## src/rtl/vga_ctrl_pkg.sv

```systemverilog
// Shared definitions for the pixel-buffer swap controller.
// Holds the controller state encoding and the pixel DMA control-slave
// register map (word offsets and the STATUS swap-pending bit).
package vga_ctrl_pkg;

    typedef enum logic [2:0] {
        ST_IDLE,
        ST_WR_BACK,
        ST_WR_SWAP,
        ST_RD_STAT,
        ST_WAIT_STAT,
        ST_DONE,
        ST_ERR
    } state_t;

    localparam logic [1:0] REG_BUFFER     = 2'd0;
    localparam logic [1:0] REG_BACKBUFFER = 2'd1;
    localparam logic [1:0] REG_STATUS     = 2'd3;

    localparam int STATUS_SWAP_BIT = 0;

endpackage

```

## src/rtl/pixel_swap_ctrl.sv

```systemverilog
// pixel_swap_ctrl: hands a new frame-buffer address to a pixel DMA engine.
// A request is parked in a one-entry hold register, then the FSM writes the
// address to BACKBUFFER, triggers the swap by writing BUFFER, and polls STATUS
// until the swap-pending bit clears (done) or the poll limit expires (error).
//
// Ports:
//   sys_clk_clk, sys_reset     clock, synchronous active-high reset
//   swap_req/swap_addr         swap request and new buffer base address
//   swap_ready                 request can be accepted (hold register empty)
//   swap_done/swap_err         one-cycle completion / timeout pulses
//   busy                       FSM not idle
//   front_addr, swap_count     displayed buffer, completed swap counter
//   ctl_*                      control-slave master port (read latency 1)
module pixel_swap_ctrl
    import vga_ctrl_pkg::*;
#(
    parameter int unsigned  POLL_TIMEOUT = 1000000,
    parameter logic [31:0]  INIT_FRONT   = 32'h0000_0000
) (
    input  logic        sys_clk_clk,
    input  logic        sys_reset,
    input  logic        swap_req,
    input  logic [31:0] swap_addr,
    output logic        swap_ready,
    output logic        swap_done,
    output logic        swap_err,
    output logic        busy,
    output logic [31:0] front_addr,
    output logic [15:0] swap_count,
    output logic [1:0]  ctl_address,
    output logic [3:0]  ctl_byteenable,
    output logic        ctl_read,
    output logic        ctl_write,
    output logic [31:0] ctl_writedata,
    input  logic [31:0] ctl_readdata
);

    state_t      state;
    state_t      next_state;
    logic        hold_valid;
    logic        hold_valid_nxt;
    logic [31:0] hold_addr;
    logic [31:0] work_addr;
    logic        load_work;
    logic        accept;
    logic [31:0] poll_cnt;
    logic        stat_pending;
    logic        poll_expired;

    logic [1:0]  ctl_address_nxt;
    logic        ctl_read_nxt;
    logic        ctl_write_nxt;
    logic [31:0] ctl_writedata_nxt;

    // Only the swap-pending bit of STATUS matters.
    logic        unused_readdata;
    assign unused_readdata = ^{ctl_readdata[31:1]};

    assign stat_pending = ctl_readdata[STATUS_SWAP_BIT];
    assign poll_expired = (poll_cnt >= (POLL_TIMEOUT - 32'd1));
    assign accept       = swap_req && swap_ready;

    always_comb begin
        next_state     = state;
        hold_valid_nxt = hold_valid;
        load_work      = 1'b0;
        case (state)
            ST_IDLE: begin
                if (hold_valid) begin
                    next_state     = ST_WR_BACK;
                    hold_valid_nxt = 1'b0;
                    load_work      = 1'b1;
                end
            end
            ST_WR_BACK:   next_state = ST_WR_SWAP;
            ST_WR_SWAP:   next_state = ST_RD_STAT;
            ST_RD_STAT:   next_state = ST_WAIT_STAT;
            ST_WAIT_STAT: begin
                // Clear status wins; otherwise an expired limit beats a re-poll.
                if (!stat_pending)     next_state = ST_DONE;
                else if (poll_expired) next_state = ST_ERR;
                else                   next_state = ST_RD_STAT;
            end
            ST_DONE:      next_state = ST_IDLE;
            ST_ERR:       next_state = ST_IDLE;
            default:      next_state = ST_IDLE;
        endcase
        // accept needs an empty hold register, load_work a full one: never both.
        if (accept) hold_valid_nxt = 1'b1;
    end

    // Bus strobes are decoded from the next state so the registered outputs
    // line up with the cycle the FSM is in that state.
    always_comb begin
        ctl_address_nxt   = 2'd0;
        ctl_read_nxt      = 1'b0;
        ctl_write_nxt     = 1'b0;
        ctl_writedata_nxt = 32'd0;
        case (next_state)
            ST_WR_BACK: begin
                ctl_write_nxt     = 1'b1;
                ctl_address_nxt   = REG_BACKBUFFER;
                ctl_writedata_nxt = hold_addr;
            end
            ST_WR_SWAP: begin
                ctl_write_nxt     = 1'b1;
                ctl_address_nxt   = REG_BUFFER;
            end
            ST_RD_STAT: begin
                ctl_read_nxt      = 1'b1;
                ctl_address_nxt   = REG_STATUS;
            end
            default: ;
        endcase
    end

    always_ff @(posedge sys_clk_clk) begin
        if (sys_reset) begin
            state          <= ST_IDLE;
            hold_valid     <= 1'b0;
            swap_ready     <= 1'b0;
            swap_done      <= 1'b0;
            swap_err       <= 1'b0;
            busy           <= 1'b0;
            front_addr     <= INIT_FRONT;
            swap_count     <= 16'd0;
            poll_cnt       <= 32'd0;
            ctl_address    <= 2'd0;
            ctl_byteenable <= 4'h0;
            ctl_read       <= 1'b0;
            ctl_write      <= 1'b0;
            ctl_writedata  <= 32'd0;
        end else begin
            state          <= next_state;
            hold_valid     <= hold_valid_nxt;
            swap_ready     <= !hold_valid_nxt;
            swap_done      <= (next_state == ST_DONE);
            swap_err       <= (next_state == ST_ERR);
            busy           <= (next_state != ST_IDLE);
            ctl_address    <= ctl_address_nxt;
            ctl_read       <= ctl_read_nxt;
            ctl_write      <= ctl_write_nxt;
            ctl_writedata  <= ctl_writedata_nxt;
            ctl_byteenable <= (ctl_read_nxt || ctl_write_nxt) ? 4'hF : 4'h0;
            if (next_state == ST_DONE) begin
                front_addr <= work_addr;
                swap_count <= swap_count + 16'd1;
            end
            // Counts completed status polls of the current swap.
            if (state == ST_WR_SWAP)
                poll_cnt <= 32'd0;
            else if (state == ST_WAIT_STAT)
                poll_cnt <= poll_cnt + 32'd1;
        end
    end

    // Address registers carry data only; they are qualified by hold_valid/state.
    always_ff @(posedge sys_clk_clk) begin
        if (accept)    hold_addr <= swap_addr;
        if (load_work) work_addr <= hold_addr;
    end

endmodule

```

## config.mk

```make
export PLATFORM = sky130hd
export DESIGN_NAME = pixel_swap_ctrl
export DESIGN_NICKNAME = d
export VERILOG_FILES = /design/src/rtl/vga_ctrl_pkg.sv /design/src/rtl/pixel_swap_ctrl.sv
export SDC_FILE = /design/constraint.sdc
export NUM_CORES = 1
export LEC_CHECK = 0
export ABC_AREA = 1
export CAP_MARGIN = 30
export CORE_ASPECT_RATIO = 1.5
export CORE_MARGIN = 2
export CORE_UTILIZATION = 35
export CTS_BUF_LIST = sky130_fd_sc_hd__clkbuf_4
export CTS_CLUSTER_SIZE = 24
export DETAILED_ROUTE_END_ITERATION = 10
export PLACE_DENSITY_LB_ADDON = 0.1
export SETUP_SLACK_MARGIN = 0.15
export SLEW_MARGIN = 0
export SYNTH_ARGS = -nofsm -noshare
export SYNTH_HDL_FRONTEND = slang
export SYNTH_SLANG_ARGS = --single-unit
```

## constraint.sdc

```tcl
create_clock -name sys_clk_clk -period 3.3 [get_ports sys_clk_clk]
set_input_delay 0.66 -clock sys_clk_clk [delete_from_list [all_inputs] [get_ports sys_clk_clk]]
set_output_delay 0.66 -clock sys_clk_clk [all_outputs]
set_load 0.05 [all_outputs]
```

======== Word level (Yosys, flattened, before mapping) ========
Cells that the tools add are included.
operators by class
  add/sub/neg operators ................... 2
  mux-type cells .......................... 12
  bitwise gates (word level) .............. 1
  magnitude comparators ................... 1
  reduce and logical (&&, ||, !) cells .... 8
  equal/unequal tests ..................... 9
operators with widths
  kind                     count
  $add A32 B1 Y32 const B  1
  $ge A32 B20 Y1 const B   1
  $add A16 B1 Y16 const B  1
  $pmux W3 S5              1
  $eq A3 B2 Y1 const B     4
  $eq A3 B3 Y1 const B     3
  $mux W3                  3
  $eq A3 B1 Y1 const B     2
  $mux W1                  6
  $reduce_or A2 Y1         3
  $mux W4                  1
  $pmux W2 S2              1
  $logic_not A3 Y1         1
  $reduce_bool A3 Y1       1
  $logic_and A1 B1 Y1      1
  $logic_not A1 Y1         1
  $logic_or A1 B1 Y1       1
  $not A1 Y1               1
word-level totals
  output and inout bits ................... 92
  word-level logic and storage cells ...... 49
  register bits ........................... 192
  input bits .............................. 67

======== Longest topological paths before layout ========
  depth after elaboration ................. 9
  mapped depth ............................ 17
  depth with buffers taken out ............ 16

======== Worst setup path before layout ========
No wires, ideal clock.
  path type ............................... register to register
  start point ............................. register state[0]
  end point ............................... register swap_count[10]
  setup slack ............................. 288 ps
  buffers on the path ..................... 2
  data required time ...................... 3230 ps
  clock period less this slack ............ 3012 ps
  cell stages (with the launch flop) ...... 12
  arrival ................................. 2941 ps
  path through ............................ dfxtp_1 inv_1 nand2_2 nor2_1 inv_1 nor2_1 inv_1 nand3_4 buf_6 buf_6 nand4_1 a21oi_1
on the way
  word-level cells in the longest chain between the ends .. 3
  elaborated cells on any way between the ends .. 8
  classes of those cells .................. eq/ne (5); mux (2); reduce/logical (1)
ends and longest elaborated chain
  item                                        RTL line                RTL
  start, declared                             pixel_swap_ctrl.sv:38   state_t state;
  start signal, assigned                      pixel_swap_ctrl.sv:134  state <= next_state;
  $eq A3 B3 Y1, or another cell as far along  pixel_swap_ctrl.sv:67   case (state)
  $pmux W3 S5 (*)                             pixel_swap_ctrl.sv:67
  $eq A3 B3 Y1 (*)                            pixel_swap_ctrl.sv:145  if (next_state == ST_DONE) begin
  end signal, assigned                        pixel_swap_ctrl.sv:147  swap_count <= swap_count + 16'd1;
  end, declared                               pixel_swap_ctrl.sv:29   output logic [15:0] swap_count,
Mark *: on every way between the ends. The rest lies on a longest branch, timed or not.
A chain may end at the register's enable or synchronous reset.

======== Worst setup path in the final report ========
  start point ............................. register swap_count[6]
  end point ............................... output swap_count[6]
No word-level cell between the ends.

==> out/qor.csv <==
metric,value,unit
antenna violations before repair,1,
warnings from Yosys,0,
GR Util met2,28.8,%
Max VDD drop,0.355,mV
Clock Tree Buf Depth,2,
post-synthesis register bit count,188,
Die W,122,µm
"delay-heaviest family, CP",buffers and inverters,
unrepaired setup endpoints after global routing,no,
fin util,43.9,%
"top cells by area, synth","dfxtp_1, edfxtp_1, nand2_1, nor2_1, inv_1",
ys flop type,dfxtp_1,
GRT met3 Usage,5.41,%
Post CTS Setup Buffer Count,0,
initial core utilization,35.6,%
Final ANT Viol Nets,0,
final setup violation count,0,
CTS Sinks,188,
PortBufs,127,
root buffer cell,clkbuf_4,
Worst-Skew Late Latency,560,ps
top cell type's share of synthesized area,34.1,%
"commonest non-fill, non-tap cell in the layout",clkdlybuf4s50_1,
drt total wl,17000,µm
Final min period,2570,ps
DP HPWL,11400,µm
largest net degree at the start of global routing,53,
num ports,159,
reg2reg setup slack,790,ps
Post-synth EDFFs,64,
number of CTS-inserted buffers,17,
CP Buf/Inv Count,1,
clock-pin slew on the worst setup and hold paths,140,ps
outcome,"finished, final reports clean",
synthesized area,0.00728,mm²
Worst setup SP type,flip-flop,
Area Overhead vs Synth,23.1,%
GRT busiest layer,met2,
Slew @ Worst Pin,648,ps
routed length per placed instance,14.7,µm
fmax,389,MHz
mean area per synthesized cell,9.56,µm²
Max transition margin,56.8,%
final setup TNS,0,ps
Cells on Worst Hold Path,0,
worst-path maximum fanout,6,
# rows,64,
r2r startpoint,poll_cnt[1],
vias in the first global route,5620,
Total Routing Usage GR,16.0,%
most frequent cells in the layout,"clkdlybuf4s50_1, dfxtp_1, nand2_1, nor2_1, inv_1",
"Remaining Overflow, GRT",0,
nets,948,
endpoint class of the critical path,output port,
met1 Track Usage GR,16.8,%
first-pass GRT wire length,27600,µm
synth unique cells,37,
drt drc,0,
worst reg-to-reg path cell count,15,
cts hold-fix bufs,0,
hold_sp,hold_addr[12],
r2r endpoint,front_addr[14],
worst path cell trace,clkdlybuf4s50_1,
clk_skew,16.5,ps
Die H,181,µm
WP data required,2640,ps
Leakage,3.22,nW
Syn Inst Count,761,
CTS tree,yes,
DRT Pass-1 Iters,4,
Synth area leader,dfxtp_1,
sequential-to-total area share from yosys stat,60.5,%
MaxCap Viol Count,0,
Fin. Hold Viols,0,
count of pins over their slew limit,0,
"Net Count, Synth",830,
P per Cell Area,446,mW/mm²
die area,0.0220,mm²
hold endpoint,work_addr[12],
PostCTS Resize Cnt,0,
Worst EP arrival,1910,ps
Slowest Stage Delay on Critical Path,860,ps
htree depth,4,
via/cell ratio,4.75,
Core ar.,0.0204,mm²
final worst-path cycle share,77.9,%
critical path type,reg2out,
Critical-path top delay cell,clkdlybuf4s50_1,
share of layout cells above drive strength 1,7.29,%
asr flop ratio synth,0,%
Worst Hold Class,reg2reg,
routability cong.,0.881,
vias,5505,
DRT iter0 DRCs,318,
[through the flow]
step	hold slack, ps	setup slack (ps)	cells	area [µm²]	power, mW
floorplan	426	288	761	7280	2.71
global placement	430	713	1124	8680	2.82
detailed placement	434	673	1124	8680	2.82
CTS	410	656	1156	8950	4.07
global route	440	478	1158	8960	4.18
finish	455	730	1158	8960	3.99
[state kept, by name, indices dropped and copies added, names as in the netlist]
name,count
ctl_writedata,32
swap_count,16
ctl_write,1
hold_valid,1
state,3
ctl_byteenable,1
poll_cnt,32
work_addr,32
swap_ready,1
swap_err,1
hold_addr,32
busy,1
front_addr,32
ctl_address,2
swap_done,1
[synthesized netlist by cell type (all sizes together), types with 5 or more instances]
cell / count
nor2: 97
a21oi: 65
clkbuf: 10
o21ai: 8
nand4: 52
nor3: 26
buf: 27
xnor2: 5
inv: 91
dfxtp: 124
nor4: 6
nand3: 26
xor2: 22
nand2: 127
edfxtp: 64
[where the power goes]
| group | switching [mW] | internal (mW) | leakage [nW] |
|---|---|---|---|
| Combinational | 0.208 | 0.0940 | 1.47 |
| Clock | 0.753 | 0.472 | 0.152 |
| Sequential | 0.0186 | 2.45 | 1.59 |
[routing by layer]
metal	share of wire [%]	wire [µm]
met1	39	6630
met5	0	0
met3	6.4	1090
met4	2.4	413
met2	52	8880
[worst max path at each step]
stage / slack (ps) / startpoint / end / cells past startpoint
CTS: 660 / swap_count[6] / swap_count[6] / 1
floorplan: 290 / state[0] / swap_count[10] / 11
global placement: 710 / ctl_readdata[0] / swap_count[2] / 7
detailed placement: 670 / ctl_readdata[0] / front_addr[14] / 7
finish: 730 / swap_count[6] / swap_count[6] / 1
global route: 480 / poll_cnt[1] / front_addr[22] / 15
[cell families after synthesis]
| logic type | synth area share, % |
|---|---|
| xor gates and xnor gates | 3.25 |
| and+or+nand+nor | 22.0 |
| adders and majority gates | 0.344 |
| buffers and inverters | 8.41 |
| DFF | 60.5 |
| AOI/OAI and AO/OA | 5.42 |
[final cells by class]
class | count | area [µm²]
Antenna cell | 2 | 5.00
Clock buffer | 20 | 150
Clock inverter | 12 | 123
Fill cell | 1990 | 11500
Inverter | 91 | 342
Multi-Input combinational cell | 445 | 2270
Sequential cell | 188 | 4400
Tap cell | 264 | 330
Timing Repair Buffer | 136 | 1330
No activity file was read; power rests on OpenSTA's default activity.
